`config.mk`:
```
export PLATFORM = sky130hd
export DESIGN_NAME = stack_rpn_sequencer_flat
export DESIGN_NICKNAME = d
export VERILOG_FILES = /design/src/rtl/stack_pkg.sv /design/src/rtl/stack_rpn_sequencer_if.sv /design/src/rtl/stack_rpn_alu.sv /design/src/rtl/stack_rpn_sequencer.sv /design/src/flat_wrapper.sv
export SDC_FILE = /design/constraint.sdc
export NUM_CORES = 1
export LEC_CHECK = 0
export CORE_ASPECT_RATIO = 2
export CORE_MARGIN = 10
export CORE_UTILIZATION = 61
export DETAILED_ROUTE_END_ITERATION = 8
export PLACE_DENSITY_LB_ADDON = 0.1
export SETUP_SLACK_MARGIN = 0.4
export SLEW_MARGIN = 20
export SYNTH_ARGS = -nofsm -noshare
export SYNTH_HDL_FRONTEND = slang
export SYNTH_HIERARCHICAL = 1
export SYNTH_SLANG_ARGS = --single-unit
```
`constraint.sdc`:
```
create_clock -name clk -period 8.6 [get_ports clk]
set_input_delay 0.86 -clock clk [delete_from_list [all_inputs] [get_ports clk]]
set_output_delay 0.86 -clock clk [all_outputs]
set_load 0.05 [all_outputs]
```
`src/rtl/stack_pkg.sv`:
```
// stack_pkg: shared opcodes, error codes, FSM/step encodings and defaults for the RPN sequencer.
// No ports; imported by the interface, the ALU and the sequencer top.
package stack_pkg;
   localparam int DEPTH_DEF   = 16;
   localparam int TIMEOUT_DEF = 15;
   typedef enum logic [2:0] {OP_NOP, OP_PUSH, OP_POP, OP_ADD, OP_SUB, OP_AND, OP_OR, OP_DUP} op_e;
   localparam logic [1:0] ERR_NONE = 2'd0;
   localparam logic [1:0] ERR_OVF  = 2'd1;
   localparam logic [1:0] ERR_UNF  = 2'd2;
   localparam logic [1:0] ERR_TMO  = 2'd3;
   typedef enum logic [2:0] {S_IDLE, S_CHECK, S_REQ, S_WAIT, S_ALU, S_RESP} state_e;
   typedef enum logic [1:0] {ST_PUSH, ST_POP, ST_ALU, ST_END} step_e;

   function automatic logic is_bin(op_e op);
      return op inside {OP_ADD, OP_SUB, OP_AND, OP_OR};
   endfunction

   // Step s of each command's stack sequence; binary ops pop B then A, compute, push the result.
   function automatic step_e step_of(op_e op, logic [2:0] s);
      case (op)
         OP_PUSH: return s == 3'd0 ? ST_PUSH : ST_END;
         OP_POP:  return s == 3'd0 ? ST_POP : ST_END;
         OP_DUP:  return s == 3'd0 ? ST_POP : s < 3'd3 ? ST_PUSH : ST_END;
         default: return !is_bin(op) ? ST_END : s < 3'd2 ? ST_POP : s == 3'd2 ? ST_ALU :
                         s == 3'd3 ? ST_PUSH : ST_END;
      endcase
   endfunction
endpackage

```
`src/rtl/stack_rpn_sequencer_if.sv`:
```
// stack_rpn_sequencer_if: host command/result/error signals plus the stack request bus.
// slave  : sequencer side (takes cmd_*, stk_rdata, stk_done; drives the rest)
// master : host + stack side
interface stack_rpn_sequencer_if;
   import stack_pkg::*;
   logic       cmd_valid;
   logic       cmd_ready;
   op_e        cmd_op;
   logic [7:0] cmd_data;
   logic       res_valid;
   logic [7:0] res_data;
   logic       res_carry;
   logic       err_valid;
   logic [1:0] err_code;
   logic [4:0] depth;
   logic       stk_push;
   logic       stk_pop;
   logic [7:0] stk_wdata;
   logic [7:0] stk_rdata;
   logic       stk_done;
   modport slave (input cmd_valid, cmd_op, cmd_data, stk_rdata, stk_done,
                  output cmd_ready, res_valid, res_data, res_carry, err_valid, err_code,
                  depth, stk_push, stk_pop, stk_wdata);
   modport master (output cmd_valid, cmd_op, cmd_data, stk_rdata, stk_done,
                   input cmd_ready, res_valid, res_data, res_carry, err_valid, err_code,
                   depth, stk_push, stk_pop, stk_wdata);
endinterface

```
`src/rtl/stack_rpn_alu.sv`:
```
// stack_rpn_alu: combinational 8-bit ALU for the RPN sequencer.
// op: opcode; a, b: operands (a was below b on the stack); res: result mod 256;
// carry: ADD carry-out, SUB borrow (a<b), 0 for AND/OR.
module stack_rpn_alu
   import stack_pkg::*;
(
   input  op_e        op,
   input  logic [7:0] a,
   input  logic [7:0] b,
   output logic [7:0] res,
   output logic       carry
);
   logic [8:0] sum, dif;
   assign sum = {1'b0, a} + {1'b0, b};
   // Bit 8 of the 9-bit difference is set exactly when a<b.
   assign dif = {1'b0, a} - {1'b0, b};
   always_comb begin
      {carry, res} = op == OP_ADD ? sum : op == OP_SUB ? dif :
                     op == OP_OR ? {1'b0, a | b} : {1'b0, a & b};
   end
endmodule

```
`src/rtl/stack_rpn_sequencer.sv`:
```
// stack_rpn_sequencer: turns host RPN commands into push/pop request sequences for a byte stack.
// clk, rst_n (async active-low); bus: stack_rpn_sequencer_if.slave carrying the host
// command handshake, result/error pulses, tracked depth and the stack push/pop bus.
module stack_rpn_sequencer
   import stack_pkg::*;
#(
   parameter int DEPTH   = DEPTH_DEF,
   parameter int TIMEOUT = TIMEOUT_DEF
) (
   input logic                   clk,
   input logic                   rst_n,
   stack_rpn_sequencer_if.slave  bus
);
   localparam int TW = $clog2(TIMEOUT + 1);

   state_e        state, nxt;
   op_e           op;
   step_e         cur, nx;
   logic [2:0]    s;
   logic [7:0]    a, b, a_n, alu_res, wdata, res_data;
   logic          carry, alu_carry, res_carry, fin;
   logic [4:0]    depth_q;
   logic [TW-1:0] tcnt;

   stack_rpn_alu u_alu (.op(op), .a(a), .b(b), .res(alu_res), .carry(alu_carry));

   assign cur = step_of(op, s);
   assign nx  = step_of(op, s + 3'd1);
   // A is the working byte: immediate, popped value (except B of a binary op) or ALU result.
   assign a_n = state == S_ALU ? alu_res :
                (fin && cur == ST_POP && !(is_bin(op) && s == 3'd0)) ? bus.stk_rdata : a;

   assign bus.depth     = depth_q;
   assign bus.stk_wdata = wdata;
   assign bus.res_data  = res_data;
   assign bus.res_carry = res_carry;

   always_comb begin
      nxt           = state;
      fin           = 1'b0;
      bus.cmd_ready = 1'b0;
      bus.err_valid = 1'b0;
      bus.err_code  = ERR_NONE;
      bus.stk_push  = 1'b0;
      bus.stk_pop   = 1'b0;
      bus.res_valid = 1'b0;
      case (state)
         S_IDLE: begin
            bus.cmd_ready = 1'b1;
            nxt = bus.cmd_valid ? S_CHECK : S_IDLE;
         end
         S_CHECK: begin
            if ((op == OP_PUSH || op == OP_DUP) && depth_q == 5'(DEPTH)) begin
               bus.err_valid = 1'b1;
               bus.err_code  = ERR_OVF;
            end else if (((op == OP_POP || op == OP_DUP) && depth_q == 5'd0) ||
                         (is_bin(op) && depth_q < 5'd2)) begin
               bus.err_valid = 1'b1;
               bus.err_code  = ERR_UNF;
            end
            nxt = (bus.err_valid || op == OP_NOP) ? S_IDLE : S_REQ;
         end
         S_REQ: begin
            bus.stk_push = cur == ST_PUSH;
            bus.stk_pop  = cur == ST_POP;
            nxt = S_WAIT;
         end
         S_WAIT: begin
            // stk_done in the first WAIT cycle may be stale from the previous step.
            if (tcnt != '0 && bus.stk_done) begin
               fin = 1'b1;
               nxt = nx == ST_ALU ? S_ALU : nx == ST_END ? S_RESP : S_REQ;
            end else if (tcnt == TW'(TIMEOUT - 1)) begin
               bus.err_valid = 1'b1;
               bus.err_code  = ERR_TMO;
               nxt = S_IDLE;
            end
         end
         S_ALU: begin
            fin = 1'b1;
            nxt = S_REQ;
         end
         S_RESP: begin
            bus.res_valid = 1'b1;
            nxt = S_IDLE;
         end
         default: nxt = S_IDLE;
      endcase
   end

   always_ff @(posedge clk or negedge rst_n) begin
      if (!rst_n) begin
         state     <= S_IDLE;
         op        <= OP_NOP;
         s         <= '0;
         a         <= '0;
         b         <= '0;
         carry     <= 1'b0;
         depth_q   <= '0;
         tcnt      <= '0;
         wdata     <= '0;
         res_data  <= '0;
         res_carry <= 1'b0;
      end else begin
         state <= nxt;
         a     <= a_n;
         if (state == S_IDLE && bus.cmd_valid) begin
            op    <= bus.cmd_op;
            a     <= bus.cmd_data;
            s     <= '0;
            carry <= 1'b0;
         end
         if (fin) s <= s + 3'd1;
         if (fin && cur == ST_POP && is_bin(op) && s == 3'd0) b <= bus.stk_rdata;
         if (fin && state == S_WAIT) depth_q <= cur == ST_PUSH ? depth_q + 5'd1 : depth_q - 5'd1;
         if (state == S_ALU) carry <= alu_carry;
         tcnt <= state == S_WAIT ? tcnt + TW'(1) : '0;
         if (nxt == S_REQ) wdata <= a_n;
         if (nxt == S_RESP) begin
            res_data  <= a_n;
            res_carry <= carry;
         end
      end
   end
endmodule

```
`src/flat_wrapper.sv`:
```
// flat-port wrapper written by rule: the top's interface ports become plain ports
module stack_rpn_sequencer_flat import stack_pkg::*;
#(
   parameter int DEPTH   = DEPTH_DEF,
   parameter int TIMEOUT = TIMEOUT_DEF
)
  (clk, rst_n, bus_cmd_valid, bus_cmd_op, bus_cmd_data, bus_stk_rdata, bus_stk_done, bus_cmd_ready, bus_res_valid, bus_res_data, bus_res_carry, bus_err_valid, bus_err_code, bus_depth, bus_stk_push, bus_stk_pop, bus_stk_wdata);
  stack_rpn_sequencer_if bus_i ();
  input logic clk;
  input logic rst_n;
  input wire logic [$bits(bus_i.cmd_valid)-1:0] bus_cmd_valid;
  input wire logic [$bits(bus_i.cmd_op)-1:0] bus_cmd_op;
  input wire logic [$bits(bus_i.cmd_data)-1:0] bus_cmd_data;
  input wire logic [$bits(bus_i.stk_rdata)-1:0] bus_stk_rdata;
  input wire logic [$bits(bus_i.stk_done)-1:0] bus_stk_done;
  output wire logic [$bits(bus_i.cmd_ready)-1:0] bus_cmd_ready;
  output wire logic [$bits(bus_i.res_valid)-1:0] bus_res_valid;
  output wire logic [$bits(bus_i.res_data)-1:0] bus_res_data;
  output wire logic [$bits(bus_i.res_carry)-1:0] bus_res_carry;
  output wire logic [$bits(bus_i.err_valid)-1:0] bus_err_valid;
  output wire logic [$bits(bus_i.err_code)-1:0] bus_err_code;
  output wire logic [$bits(bus_i.depth)-1:0] bus_depth;
  output wire logic [$bits(bus_i.stk_push)-1:0] bus_stk_push;
  output wire logic [$bits(bus_i.stk_pop)-1:0] bus_stk_pop;
  output wire logic [$bits(bus_i.stk_wdata)-1:0] bus_stk_wdata;
  assign bus_i.cmd_valid = bus_cmd_valid;
  assign bus_i.cmd_op = bus_cmd_op;
  assign bus_i.cmd_data = bus_cmd_data;
  assign bus_i.stk_rdata = bus_stk_rdata;
  assign bus_i.stk_done = bus_stk_done;
  assign bus_cmd_ready = bus_i.cmd_ready;
  assign bus_res_valid = bus_i.res_valid;
  assign bus_res_data = bus_i.res_data;
  assign bus_res_carry = bus_i.res_carry;
  assign bus_err_valid = bus_i.err_valid;
  assign bus_err_code = bus_i.err_code;
  assign bus_depth = bus_i.depth;
  assign bus_stk_push = bus_i.stk_push;
  assign bus_stk_pop = bus_i.stk_pop;
  assign bus_stk_wdata = bus_i.stk_wdata;
  stack_rpn_sequencer #(.DEPTH(DEPTH), .TIMEOUT(TIMEOUT)) u_core (.clk(clk), .rst_n(rst_n), .bus(bus_i));
endmodule
```
**Yosys cells after proc, flatten, opt, wreduce, memory -nomap -nowiden**

Cells that the tools add are included.

- Register bits: 52
- Bits of input ports: 23
- Output and inout bits: 29

- Add/sub/neg operators: 6
- Order comparisons: 5
- Equal/unequal tests: 23
- Mux-type cells: 54
- Bitwise logic cells: 2
- Reduce and logical (&&, ||, !) cells: 26

Operators with widths:

| operator | count |
|---|---|
| 2-to-1 mux 2 bit | 21 |
| 2-to-1 mux 8 bit | 4 |
| == test 3 x 2 -> 1 bit (second input constant) | 9 |
| == test 3 bit (second input constant) | 7 |
| 2-to-1 mux 3 bit | 6 |
| 2-to-1 mux 9 bit | 2 |
| case mux 3 bit (5 select lines) | 1 |
| 2-to-1 mux 1 bit | 13 |
| zero test 3 bit | 4 |
| less-than comparator 3 x 2 -> 1 bit (second input constant) | 4 |
| case mux 2 bit (3 select lines) | 2 |
| logical AND 1 bit | 11 |
| adder 8 x 8 -> 9 bit | 1 |
| subtractor 8 x 8 -> 9 bit | 1 |
| AND 8 bit | 1 |
| OR 8 bit | 1 |
| nonzero test 4 bit | 2 |
| == test 3 x 1 -> 1 bit (second input constant) | 2 |
| adder 5 x 1 -> 5 bit (second input constant) | 1 |
| == test 5 bit (second input constant) | 1 |
| zero test 5 bit | 1 |
| less-than comparator 5 x 2 -> 1 bit (second input constant) | 1 |
| 2-to-1 mux 5 bit | 1 |
| subtractor 5 x 1 -> 5 bit (second input constant) | 1 |
| other kinds (12) | 18 |

**Depth between registers and ports, before layout**

Gate-level depths: netlist of run 1.

- Depth in word-level cells: 13
- Mapped depth: 12
- Depth with buffers taken out: 12

**Hierarchy**

Netlist of run 1, hierarchy kept.

Modules (own cells, without submodules):

| module | times used | cells an instance | area each (sq um) | sequential area each (sq um) |
|---|---|---|---|---|
| stack_rpn_sequencer | 1 | 289 | 3,022.9 | 1,301.2 |
| stack_rpn_alu | 1 | 167 | 1,156.1 | 0.0 |

**Least setup slack after synthesis of run 1**

No wires, ideal clock.

- Path type: reg-to-output
- Start point: register u_core.state[1]
- End point: output bus_err_valid
- Arrival: 2.400 ns
- Required time: 7.740 ns
- Slack: 5.340 ns
- Cell stages (with the launch flop): 6
- Cell sequence: dfrtp_1 clkbuf_1 clkbuf_1 or4_1 a211o_1 a31oi_1

- Longest elaborated chain between the ends: 2

RTL lines:

| element | RTL line | source |
|---|---|---|
| start: declaration | stack_rpn_sequencer.sv:16 | `state_e state, nxt;` |
| start signal: assignment | stack_rpn_sequencer.sv:105 | `state <= nxt;` |
| == test 3 x 2 -> 1 bit or == test 3 x 1 -> 1 bit (tied branches) | stack_rpn_sequencer.sv:47 | `case (state)` |
| case mux 1 bit (2 select lines) * | stack_rpn_sequencer.sv:47 |  |
| end: declaration | flat_wrapper.sv:20 | `output wire logic [$bits(bus_i.err_valid)-1:0] bus_err_valid;` |

Mark *: on every way between the ends. The rest lies on a longest branch, timed or not.

**Worst setup path in the final report of run 1**

- Start point: register u_core.op[0]
- End point: output bus_stk_push

- Longest elaborated chain between the ends: 6

RTL lines:

| element | RTL line | source |
|---|---|---|
| start: declaration | stack_rpn_sequencer.sv:17 | `op_e op;` |
| start signal: assignment | stack_rpn_sequencer.sv:108 | `op <= bus.cmd_op;` |
| == test 3 x 2 -> 1 bit or == test 3 bit (tied branches) | stack_pkg.sv:15 | `return op inside {OP_ADD, OP_SUB, OP_AND, OP_OR};` |
| nonzero test 4 bit | stack_pkg.sv:15 |  |
| 2-to-1 mux 2 bit | stack_pkg.sv:24 | `default: return !is_bin(op) ? ST_END : s < 3'd2 ? ST_POP : s == 3'd2 ? ST_ALU :` |
| case mux 2 bit (3 select lines) * | stack_pkg.sv:20 | `case (op)` |
| zero test 2 bit * | stack_rpn_sequencer.sv:64 | `bus.stk_push = cur == ST_PUSH;` |
| 2-to-1 mux 1 bit * | stack_rpn_sequencer.sv:47 |  |
| end: declaration | flat_wrapper.sv:23 | `output wire logic [$bits(bus_i.stk_push)-1:0] bus_stk_push;` |

Marks and branches as above.

==> impl_summary.md, run 1 <==
Status
The run finished with clean final reports.

Detailed routing
After detailed routing, the number of remaining DRC violations is 0. The iteration count of the initial detailed-routing pass is 4. The via-per-instance ratio is 6.22. The routed wirelength normalized by instance count is approximately 19 um. The number of DRC markers in iteration 0 is 261. The detail route stage leaves a number of antenna-violating nets equal to 0. Wires add up to 11300 um. The total vias in the final route is 3630.

Logic synthesis
For this run, the number of Yosys warnings is 6. The cell area after technology mapping is approximately 4200 um2. After synthesis, the cell types taking the most area are dfrtp_1, ha_1, mux2_2. The synthesized area per cell is 9.16 um2. Of all cell types, the one taking the most synthesized area is dfrtp_1.

In the synthesized netlist the dominant register cell turns out to be dfrtp_1. Counting flops with an async set or reset pin after synthesis yields a share of 100%. The flip-flop and latch count after synthesis is 52.

The top cell type's share of synthesized area is 31.1%. Synthesis produced a netlist whose cell count is about 460. After synthesis, the netlist uses 71 different library cells. Synthesis produced a netlist with a net count of 518. The number of synthesized flops with an enable pin is 0.

Summing the sequential cell areas from Yosys gives a little under a third of the chip area.

Worst setup path
The worst register-to-register path begins at u_core/op[0]. The critical path arrival is approximately 3.5 ns. For the worst setup path, the data required time is 7.74 ns. STA classifies the critical path endpoint as an output pin. In this design, the stage delay of the slowest critical-path cell is 0.99 ns. The critical path goes through a21bo_2 -> or3b_2 -> o221ai_1 -> o21ai_0 -> nor2_1 -> clkdlybuf4s50_1. The kind of start point of the critical path is a flip-flop. The setup path with the least slack is of type flip-flop to output pin. The worst register-to-register path has a depth of 7. The cell with the biggest individual delay on the critical path is dfrtp_1. The reg-to-reg setup timing slack is between 4 and 5 ns. The endpoint identified for the worst register-to-register timing path is u_core/bus.stk_wdata[6]. Along the worst path, the maximum fanout reaches 34.

Clock tree
The tree is rooted in a clkbuf_16. The CTS tree is done. No sink is reached through more buffers than the 2 on the longest clock path. The hold-fix buffer count after cts is 0. The CTS H-tree depth is 2. The number of setup buffers added after CTS is 0. The number of clock buffers added by TritonCTS is 5.

The total of cells resized after clock tree synthesis is 0. The later pin in the worst-skew pair is clocked with a latency of 0.29 ns. For this design, the sink count on the clock tree is 52. After clock tree synthesis, the clock-pin slew on the worst setup and hold paths is 0.06 ns.

Placed design
The count of buffers added on input and output ports is 51. Timing analysis after detailed placement gives a worst setup slack of 4.61 ns. The placer congestion estimate is 0.925. Once detailed placement completed, the half-perimeter wirelength came to a little under 9000 um. The post-placement cell count is between 500 and 600.

Timing
The final setup skew is slightly below 0.003 ns. Headroom to the max-slew limit came out at 34.4%. The tightest hold path in the finished design has a slack of 0.489 ns.

The number of slew-limit violations in the final report is 0. The period utilization is between 50% and 60%. The count of endpoints failing setup in the final report is 0. For the pin with the worst max-slew slack, the measured transition is 0.985 ns.

Setup repair after global routing left no endpoint under its margin. The final worst-path setup slack is 4.28 ns. Based on the critical path, the design can be clocked at up to between 200 and 250 MHz. The routed design could run at a clock period as short as roughly 4.3 ns.

In the final timing run, aggregate negative setup slack is 0 ns. The final number of hold-violating endpoints is 0.

Finish
In the layout the commonest cells are dfrtp_1, clkdlybuf4s50_1, nand2_1. The utilization after layout is approximately 73%. The number of nets in the final layout is approximately 560. The final antenna diode count is 0. The library cell used most frequently in the layout, excluding fill and tap cells, is dfrtp_1. The fraction of final layout cells with drive strength greater than 1 is approximately an eighth.

The finished layout holds 584 standard cells, fillers aside. Fill cells in the final layout number 528. From synthesis to final layout, the design area changed by 16.3%.

Global routing
In the global route stage, overall resource usage came out at a little over a fifth. The total overflow left after global routing is 0. The first global-routing pass estimated 18400 um of wire.

The via count of the first global-routing pass was 3759. The maximum number of pins on one net before global-route repair is 53. The number of antenna violations at the first check in global routing was 0.

Hold path
The hold path depth is 1. In this run the worst hold path is classified as flip-flop to flip-flop. The start point of the worst min-delay path is u_core/tcnt[0]. The path with the worst hold slack has its endpoint at u_core/tcnt[0].

Floorplanning
After floorplanning, the core was sized to cover 6620 um2. The die area is 10800 um2. The die outline width is 78.5 um.

The floorplan step set the die height to 137 um. The initial standard-cell utilization of the core is 63.1%. After floorplanning, the core was divided into 42 placement rows. The number of top-level pins is 52.

Run
The count of max-cap constraint violations is 0.

Pwr
Summed over all cells, the static leakage comes to approximately 0.0021 uW. The maximum vdd drop is ~0.33 mV. In this run the power density over the cells is about 410 nW/um2.
worst max-delay path: cells and delay by family, from the launching register on:
family          cells  cell delay (ns)
compound gates      3             1.20
simple gates        2             0.23
flops               1             0.99
buf+inv             1             0.74
Yosys cell counts, types with 5 or more instances:
cell type  count
nand3b_1       6
inv_1         34
nand3_1        6
ha_1          36
mux2_2        34
nor2b_1        9
a211oi_1       6
nor3_1         7
nor2_1        22
o21ai_0       13
and2_1        14
nand2_1       43
nand2b_1      10
a21oi_1       41
a221o_1        9
xor2_1         5
dfrtp_1       52
buf_2          8
clkbuf_1      11
cell type report:
cell class	instances	area (um2)	area share, %
Multi-Input combinational cell	350	2660	54.8
Clock buffer	8	146	3.01
Tap cell	88	110	2.27
Inverter	34	128	2.63
Timing Repair Buffer	52	513	10.6
Sequential cell	52	1300	26.8
logic make-up after synthesis:
family                   after synthesis  synth area share [%]
AO/OA/AOI/OAI                        127                  22.2
AND/OR/NAND/NOR                      139                  17.7
adder cells (fa/ha/maj)               39                  12.2
buffers and inverters                 54                  5.27
multiplexers                          37                  9.88
XOR/XNOR                               8                  1.68
flip-flops                            52                  31.1
through the flow:
stage	instance area [um2]	total power (uW)
2_1_floorplan	4180	1420
3_3_place_gp	4710	1740
3_5_place_dp	4710	1760
4_1_cts	4860	1980
5_1_grt	4860	2130
6_report	4860	1980
worst max-delay path by stage:
stage,from,to,slack [ns],cells after the start
finish,u_core/op[0],bus_stk_push,4.28,6
global route,u_core/op[0],bus_stk_push,4.02,6
CTS,u_core/op[2],bus_stk_push,4.29,6
detailed placement,u_core/op[2],bus_stk_push,4.61,6
global placement,u_core/op[2],bus_stk_push,4.68,6
floorplan,u_core/state[1],bus_err_valid,5.34,5
layer usage:
metal / vias to the layer above / share of wire (%) / global-route usage, %
met1: 1756 / 37 / 20.4
met4: 0 / 5.8 / 14.0
li1: 1715 / - / -
met3: 44 / 3.3 / 3.75
met5: - / 0 / 0
met2: 115 / 54 / 40.4
power by group:
group	switching, uW	internal (uW)	leakage, uW
clock network	84.5	116	0.0000712
logic	744	520	0.00137
registers	167	350	0.000641
sequential cells by signal (all words and copies together) (netlist names):
signal                flops
u_core/bus.res_data       8
u_core/bus.depth          5
u_core/state              3
u_core/a                  8
u_core/b                  8
u_core/tcnt               4
u_core/bus.res_carry      1
u_core/bus.stk_wdata      8
u_core/s                  3
u_core/carry              1
u_core/op                 3
No activity file was read; power rests on OpenSTA's default activity.
==> run 2, diff against run 1 <==
--- a/config.mk
+++ b/config.mk
@@ -7,7 +7,7 @@
 export LEC_CHECK = 0
 export CORE_ASPECT_RATIO = 2
 export CORE_MARGIN = 10
-export CORE_UTILIZATION = 61
+export CORE_UTILIZATION = 51
 export DETAILED_ROUTE_END_ITERATION = 8
 export PLACE_DENSITY_LB_ADDON = 0.1
 export SETUP_SLACK_MARGIN = 0.4
==> constraint.sdc (replaced) <==
create_clock -name clk -period 3.5 [get_ports clk]
set_input_delay 0.35 -clock clk [delete_from_list [all_inputs] [get_ports clk]]
set_output_delay 0.35 -clock clk [all_outputs]
set_load 0.05 [all_outputs]
==> run 2 against run 1 <==
  * Setup slack worse by 3.8 ns
  * Critical path type is now flip-flop to flip-flop
  * Final area up 1.8%
  * Worst hold slack worse by 0.33 ns
  * Via count up 1.8%
  * Register-to-register slack worse by 4.4 ns
  * Critical endpoint is now u_core/bus.depth[4]
==> impl_summary.md, run 2 (synthesis results as in run 1) <==
Worst setup path
In this run the critical register-to-register path is captured at u_core/bus.depth[4]. The worst setup path is captured at a flip-flop. The worst-path maximum fanout was 8 (-76%). The critical path is of the flip-flop to flip-flop type. The cell with the biggest individual delay on the critical path is dfrtp_1. The critical path buffer and inverter count is 1 (unchanged). The critical path arrival is 3.18 ns (-0.28 ns).

The reg-to-reg setup timing slack was 0.49 ns (-4.39 ns). The kind of cell with the highest combined delay along the critical path is adder cells. The maximum single-stage delay on the critical path is 0.48 ns (-0.51 ns). The kind of start point of the critical path is a flip-flop.

The signal on the critical path passes through inv_1 -> ha_1 -> nand2b_1 -> or3b_2 -> o221ai_1 -> o21ai_2 -> fa_1 -> a21o_1 -> a21oi_1 -> xor2_1 -> nor2_1 -> xor2_1. The data required time at the worst endpoint is 3.67 ns (-4.07 ns). The reg-to-reg critical path startpoint is u_core/s[0]. Among the stages of the critical path, the cell type that occurs most often is xor2_1. The worst reg-to-reg path cell count is 12 (+5).

Detailed routing
The iteration count of the initial detailed-routing pass is 4 (unchanged). The wire length after detailed routing came to 11800 um (+4.7%). The via-per-instance ratio came to 6.13 (-1.4%). The number of remaining DRC errors is 0 (unchanged).

The routed wirelength normalized by instance count is 19.7 um (+1.4%). The post-route antenna net violation count came to 0 (unchanged). The number of DRC markers in iteration 0 is 160 (-39%). The total vias in the final route is 3695 (+1.8%).

Clock tree
The library cell used as clock root buffer is clkbuf_16. The CTS buffer count is 5 (unchanged). The insertion delay to the later sink of the worst-skew pair is 0.29 ns (about the same). The clock transition at the registers of the reported paths is 0.07 ns (about the same).

The worst-case clock buffer depth came to 2 (unchanged). The CTS H-tree depth came to 2 (unchanged). The CTS tree is done. The count of clock tree sinks is 52 (unchanged).

Global routing
The number of antenna violations at the first check in global routing came to 0 (unchanged). The maximum number of pins on one net before global-route repair is 39 (-26%). The via count of the first global-routing pass came to 3890 (+3.5%). The met1 usage came to 17.2% (-3.1 points). The remaining global-route overflow is 0 (unchanged). The global-route wire length before repair came to 19300 um (+4.9%). The total track usage is 18.7% (-2.7 points). The met2 track utilization from global routing is 36.2% (-4.2 points).

The global routing met3 resource utilization is 2.81% (-0.94 points). The layer flagged by global routing as most heavily used is met2.

Finish
The post-synthesis to final-layout area growth is 18.4%. The number of nets in the final layout is 568 (+2.0%). The final antenna diode count is 0 (unchanged). In the layout the commonest cells are dfrtp_1, clkdlybuf4s50_1, nand2_1. The fraction of final layout cells with drive strength greater than 1 is 14.6% (+2.5 points).

The library cell used most frequently in the layout, excluding fill and tap cells, is dfrtp_1.

Floorplanning
The die area is 12400 um2 (+16%). The number of top-level pins is 52 (unchanged). The initial standard-cell utilization of the core is 52.6% (-10 points). The die outline width is 84.0 um (+7.0%). The placement row count came to 46 (+9.5%). The die extent in y is 148 um (+8.0%). The core outline area is 7940 um2 (+20%).

Timing
After layout, the worst path uses 86.1% of the clock period. The sum of negative setup slack is 0 ns (unchanged). The worst slew margin relative to its limit is 44.3% (+10 points). The count of endpoints failing setup in the final report is 0 (unchanged). The final-layout worst hold slack is 0.160 ns (-0.329 ns). The final period demand of the worst path is 3.01 ns.

The final setup skew was 0.00542 ns (+0.00248 ns). The slew at the pin with the worst max-slew slack is 0.835 ns (-0.150 ns). The final worst-path setup slack came to 0.487 ns (-3.79 ns). Setup repair after global routing could not meet its margin everywhere. The number of slew-limit violations in the final report is 0 (unchanged). The final number of hold-violating endpoints is 0 (unchanged). For this run, the top clock speed supported by timing is 332 MHz.

Pwr
The power density of the placed cells is 1000 nW/um2 (+150%). The switching component of the power is 2480 uW (+150%). The share of power burned in registers came to 24.0% (-2.1 points). The internal portion of total power was 2480 uW (+150%). The maximum vdd drop is 0.713 mV (+120%). The combinational fraction of design power is 66.1% (+2.3 points).

The switching portion of total power came to 50.0% (-0.26 points). The post-layout total power was 4960 uW (+150%). The share of power burned in the clock network is 9.9% (-0.2 points). The static leakage was 0.00217 uW (+3.8%).

Placed design
The worst setup slack after placement is 0.212 ns (-4.40 ns). The number of buffer cells added on primary ports was 51 (unchanged). The half-perimeter wire length after detailed placement was 9300 um (+6.9%).

The placer congestion estimate came to 0.898 (-3.0%).

Run
The count of max-cap constraint violations is 0 (unchanged).

Hold path
The path type of the worst min-delay path is input pin to asynchronous set/reset pin.

Status
The flow ran to the end, and the final reports show no timing, DRC or antenna violations.
run 2: power groups by stage:
| stage | clock (uW) | sequential [uW] | combinational (uW) |
|---|---|---|---|
| 6_report | 491 | 1190 | 3280 |
| 5_1_grt | 528 | 1240 | 3560 |
| 4_1_cts | 501 | 1190 | 3230 |
| 3_5_place_dp | 0 | 1200 | 3210 |
| 3_3_place_gp | 0 | 1190 | 3160 |
| 2_1_floorplan | 0 | 1520 | 1970 |
run 2: worst max-delay path by stage:
stage	to	depth (start not counted)	startpoint	slack [ns]
finish	u_core/bus.depth[4]	12	u_core/s[0]	0.49
CTS	u_core/bus.depth[4]	12	u_core/s[0]	0.41
floorplan	u_core/bus.depth[4]	12	u_core/s[0]	0.59
global placement	u_core/bus.depth[4]	12	u_core/s[0]	0.28
global route	u_core/bus.depth[4]	12	u_core/s[0]	0.29
detailed placement	u_core/bus.depth[4]	12	u_core/s[0]	0.21
run 2: metal layers:
metal	routed length, um	up-vias
li1	-	1739
met1	4170	1804
met2	6620	106
met3	381	46
met4	684	0
met5	0	-
run 2: cell type report:
type	count	area (um2)
Fill cell	736	2990
Multi-Input combinational cell	350	2660
Sequential cell	52	1300
Tap cell	96	120
Inverter	34	128
Timing Repair Buffer	63	592
Clock buffer	8	146
run 2: what timing repair did:
item                                    4_1_cts  5_1_grt
pin swaps                                     0        1
endpoints found under the setup margin        3       14
resized for setup                             2        3
hold buffers                                  0        0
cloned                                        0        0
setup buffers                                 0        2
run 2: metrics by stage:
step | util, % | cells | area (um2)
2_1_floorplan | - | 456 | 4180
3_3_place_gp | 60.2 | 593 | 4780
3_5_place_dp | 60.2 | 593 | 4780
4_1_cts | 62.0 | 601 | 4930
5_1_grt | 62.3 | 603 | 4950
6_report | 62.3 | 603 | 4950
==> run 3, diff against run 2 <==
--- a/config.mk
+++ b/config.mk
@@ -11,6 +11,7 @@
 export DETAILED_ROUTE_END_ITERATION = 8
 export PLACE_DENSITY_LB_ADDON = 0.1
 export SETUP_SLACK_MARGIN = 0.4
+export SKIP_LAST_GASP = 1
 export SLEW_MARGIN = 20
 export SYNTH_ARGS = -nofsm -noshare
 export SYNTH_HDL_FRONTEND = slang
==> results of run 3 <==
Final layout, timing and power as in run 2 (identical DEF).
